File: src/rtl/integrate_and_dump.sv
// ============================================================================
// Module   : integrate_and_dump
// Purpose  : Boxcar I/Q decimator; sums 'rate' strobed samples per block and
//            emits one full-precision (BITS_IN+8 bit) sum per channel.
// Revision : 1.0 - initial release
// ============================================================================
`default_nettype none

module integrate_and_dump #(
    parameter int BITS_IN = 16
) (
    input  wire logic                 clk,
    input  wire logic                 rst,
    input  wire logic                 enable,
    input  wire logic [7:0]           rate,
    input  wire logic                 strobe_in,
    input  wire logic [BITS_IN-1:0]   i_in,
    input  wire logic [BITS_IN-1:0]   q_in,
    output logic                      strobe_out,
    output logic [BITS_IN+7:0]        i_out,
    output logic [BITS_IN+7:0]        q_out
);

    localparam int BITS_OUT = BITS_IN + 8;

    logic [7:0]          r_count;
    logic [7:0]          r_blk_rate;
    logic                r_first;
    logic [BITS_OUT-1:0] r_acc_i;
    logic [BITS_OUT-1:0] r_acc_q;
    logic                r_strobe_out;
    logic [BITS_OUT-1:0] r_i_out;
    logic [BITS_OUT-1:0] r_q_out;

    logic [7:0]          w_rate_eff;
    logic [7:0]          w_rate_now;
    logic [7:0]          w_count_next;
    logic [BITS_OUT-1:0] w_ext_i;
    logic [BITS_OUT-1:0] w_ext_q;
    logic [BITS_OUT-1:0] w_sum_i;
    logic [BITS_OUT-1:0] w_sum_q;
    logic                w_done;

    // A block start uses the live rate; a block in progress keeps its latched one.
    always_comb begin
        w_rate_eff   = (rate == 8'd0) ? 8'd1 : rate;
        w_rate_now   = r_first ? w_rate_eff : r_blk_rate;
        w_count_next = r_first ? 8'd1 : (r_count + 8'd1);
        w_ext_i      = {{(BITS_OUT-BITS_IN){i_in[BITS_IN-1]}}, i_in};
        w_ext_q      = {{(BITS_OUT-BITS_IN){q_in[BITS_IN-1]}}, q_in};
        w_sum_i      = (r_first ? '0 : r_acc_i) + w_ext_i;
        w_sum_q      = (r_first ? '0 : r_acc_q) + w_ext_q;
        w_done       = (w_count_next == w_rate_now);
    end

    always_ff @(posedge clk) begin
        if (rst) begin
            r_count      <= 8'd0;
            r_blk_rate   <= 8'd1;
            r_first      <= 1'b1;
            r_acc_i      <= '0;
            r_acc_q      <= '0;
            r_strobe_out <= 1'b0;
            r_i_out      <= '0;
            r_q_out      <= '0;
        end else if (!enable) begin
            r_count      <= 8'd0;
            r_first      <= 1'b1;
            r_acc_i      <= '0;
            r_acc_q      <= '0;
            r_strobe_out <= 1'b0;
        end else if (strobe_in) begin
            if (r_first) begin
                r_blk_rate <= w_rate_eff;
            end
            r_count      <= w_count_next;
            r_acc_i      <= w_sum_i;
            r_acc_q      <= w_sum_q;
            r_first      <= w_done;
            r_strobe_out <= w_done;
            if (w_done) begin
                r_i_out <= w_sum_i;
                r_q_out <= w_sum_q;
            end
        end else begin
            r_strobe_out <= 1'b0;
        end
    end

    assign strobe_out = r_strobe_out;
    assign i_out      = r_i_out;
    assign q_out      = r_q_out;

endmodule

`default_nettype wire

File: config.mk
export PLATFORM = sky130hd
export DESIGN_NAME = integrate_and_dump
export DESIGN_NICKNAME = d
export VERILOG_FILES = /design/src/rtl/integrate_and_dump.sv
export SDC_FILE = /design/constraint.sdc
export NUM_CORES = 1
export LEC_CHECK = 0
export CORE_ASPECT_RATIO = 1.25
export CORE_MARGIN = 1.5
export CORE_UTILIZATION = 45
export CTS_CLUSTER_DIAMETER = 30
export DETAILED_ROUTE_END_ITERATION = 7
export GPL_TIMING_DRIVEN = 0
export PLACE_DENSITY = 0.78
export SLEW_MARGIN = 20
export SYNTH_ARGS = -nofsm -noshare
export SYNTH_HDL_FRONTEND = slang
export SYNTH_SLANG_ARGS = --single-unit
File: constraint.sdc
create_clock -name clk -period 6.2 [get_ports clk]
set_input_delay 0.93 -clock clk [delete_from_list [all_inputs] [get_ports clk]]
set_output_delay 0.93 -clock clk [all_outputs]
set_load 0.01 [all_outputs]
==> qor.yml <==
synthAdderAreaFrac_pct: 8.88
switching_power_mw: 0.468
clockBufferDepth: 2
power_frac_comb_pct: 12.3
max_slew.worst_pin.slew_ns: 0.876
crit_family: "compound AO/OA/AOI/OAI gates"
port_buffers: 91
synth_cell_types: 62
crit_path_end_kind: "register"
p_leak_nw: 3.46
synthMuxAreaShare_pct: 3.96
place_congestion: 0.909
syn_avg_cell_area_sq_um: 7.98
critical-path-top-cell-by-count: "clkbuf_1"
seq_power_share_pct: 41.5
path_class: "reg -> reg"
start_util_pct: 45.6
cts.sinks: 114
ir_drop_mv: 0.183
clock_latency_ns: 0.41
ys_seq_area_share_pct: 32.3
cts_made_buffers: 17
drt-initial-drc-count: 521
clk_pin_slew_worst_paths_ns: 0.05
die_area_sq_um: 16500
critPathMaxStageDelay_ns: 0.54
core_sq_um: 15500
pwr-share-clk_pct: 46.3
syn_inst: 887
cp.required_ns: 6.45
grt_overflow: 0
grt_pass1_vias: 6589
fp.dieH_microns: 143
htree_levels: 4
critPathMaxFanout: 10
dr.pass1.iters: 7
hold_buffers: 0
wire_per_inst_microns: 16.4
hpwl_microns: 14700
rsz0062_at_grt: "no"
final_max_slew_viol_count: 0
yosys.area.top_type_share_pct: 32.3
powerDensity_nw_per_um2: 209
yosysWarnings: 0
synth-xor-area-share_pct: 5.70
drv_cap: 0
grt.total_usage_pct: 24.9
critPathSlowestCell: "clkbuf_1"
diodes: 0
via_per_inst: 5.69
ant_nets: 0
drive_above_1_share_pct: 4.27
grt_pass1_wl_microns: 32100
synth.most_common_cell: "dfxtp_1"
total_power_mw: 1.83
swShare_pct: 25.6
top_level_ports: 93
drc: 0
worstSetupStartpoint: "r_first$_SDFFE_PP1P_"
async_flop_share_pct: 0
min_from: "i_out[12]$_SDFFE_PP0P_"
post-cts-setup-buffer-count: 0
via_count: 6937
finalClockSkew_ns: 0.0124
synth_top_family_by_area: "compound AO/OA/AOI/OAI gates"
critical_path.cell_chain: "clkbuf_1, clkbuf_1, nor2b_1, ha_1, fa_1, a21o_1, a21oi_1, o211ai_1, a32o_1, o41ai_1, xor2_1, a211oi_1"
synth_area_leader_cell: "dfxtp_1"
period_needed_ns: 4.11
root_buffer: "clkbuf_16"
synth_common_cells: "114 x dfxtp_1, 113 x nand2_1, 90 x a21oi_1"
area_delta_synth_final_pct: 23.7
r2r-start: "r_first$_SDFFE_PP1P_"
p_int_mw: 1.36
synth_edf_count: 0
antenna_found_initial: 0
outcome: "completed"
post_synth_and_or_nand_nor_area_fraction_pct: 22.7
timing.fmax_mhz: 243
setup_violations: 0
synth_compound_area_share_pct: 23.0
synthFlopType: "dfxtp_1"
synth_nets: 980
hold_viol_final: 0
finalCritPeriodShare_pct: 66.4
worstPathArrival_ns: 4.36
min_path_type: "reg -> reg"
drt-total-wl_microns: 20000
dieWidth_microns: 115
ys_seq_elements: 114
synthesis.area_sq_um: 7070
ctsResizeCount: 0
slew_headroom_pct: 41.6
crit_path_start_kind: "register"
rows: 51
fin_nets: 1090
finalSetupTns_ns: 0
path_buf_inv: 2
cts_tree: "yes"
grt_max_degree: 17
synth_area_leaders: "dfxtp_1 32%, ha_1 8.3%, a21oi_1 6.4%, nand2_1 6.0%, nor2b_1 4.6%"
-- per-stage QoR --
step                cell area [sq um]  utilization [%]  std cells  hold slack [ns]  setup WS [ns]
floorplan                        7070                -        887            0.441           2.98
finish                           8750             56.4       1219            0.447           2.09
global route                     8750             56.4       1219            0.472           1.76
global placement                 8250             53.2       1190            0.440           2.15
detailed placement               8250             53.2       1190            0.444           2.17
CTS                              8750             56.4       1219            0.452           2.16
-- area by class of cell --
type                    instances  area, sq um
clock buffers                  22          464
well taps                     212          265
plain buffers                  47          194
clock inverters                 7         37.5
flip-flops and latches        114         2280
inverters                      13         48.8
multi-input cells             713         4550
repair buffers                 91          911
fillers                      1422         6750
-- registers in the layout (all words and copies together) (netlist names) --
signal and cells:
q_out 24, r_acc_i 24, r_acc_q 24, r_first 1
strobe_out 1, r_count 8, i_out 24, r_blk_rate 8
-- cell usage in the layout (no fill, tap or decap), types with 6 or more instances in the layout --
cell and count:
o21ai_0 29, o21bai_1 8, nor3_1 16, o21a_1 8, nand2b_1 7, nor2b_1 52
o211ai_1 8, a21o_1 26, clkbuf_1 36, or3_1 10, inv_1 13, nand2_1 113
clkbuf_16 17, a31oi_1 8, a21oi_1 90, a211oi_1 25, nand3_1 24, nor2_1 82
clkdlybuf4s50_1 91, xnor2_1 27, xor2_1 19, ha_1 47, buf_2 8, and2_1 7
mux2i_1 28, clkinv_2 6, dfxtp_1 114
-- power groups by stage --
stage | Combinational (mW) | Clock (mW) | Sequential, mW
finish | 0.224 | 0.847 | 0.759
global placement | 0.218 | 0 | 0.773
detailed placement | 0.220 | 0 | 0.774
floorplan | 0.142 | 0 | 0.771
global route | 0.245 | 0.890 | 0.760
CTS | 0.222 | 0.855 | 0.759
-- tightest hold or removal path, cell delays in order, from the launching register on --
cell     delay, ns
dfxtp_1       0.30
nand2_1       0.05
a21oi_1       0.05
-- final timing paths --
| kind | depth (start not counted) | slack [ns] | to |
|---|---|---|---|
| min | 2 | 0.45 | i_out[12]$_SDFFE_PP0P_ |
| min reg2reg | 2 | 0.45 | i_out[12]$_SDFFE_PP0P_ |
| max | 12 | 2.09 | i_out[16]$_SDFFE_PP0P_ |
| max reg2reg | 12 | 2.09 | i_out[16]$_SDFFE_PP0P_ |
-- kinds of logic after synthesis --
group                      count (synthesis)
and+or+nand+nor                          339
AOI/OAI and AO/OA                        251
DFF                                      114
buffers and inverters                     60
adders and majority gates                 49
xor gates and xnor gates                  46
muxes                                     28
-- per-layer routing --
layer	wire, microns	track usage [%]	up-vias
met5	0	0	-
met4	643	11.0	0
met3	1140	4.97	46
met2	9380	41.3	247
li1	-	-	3390
met1	8820	31.1	3254
No activity file was read; power rests on OpenSTA's default activity.
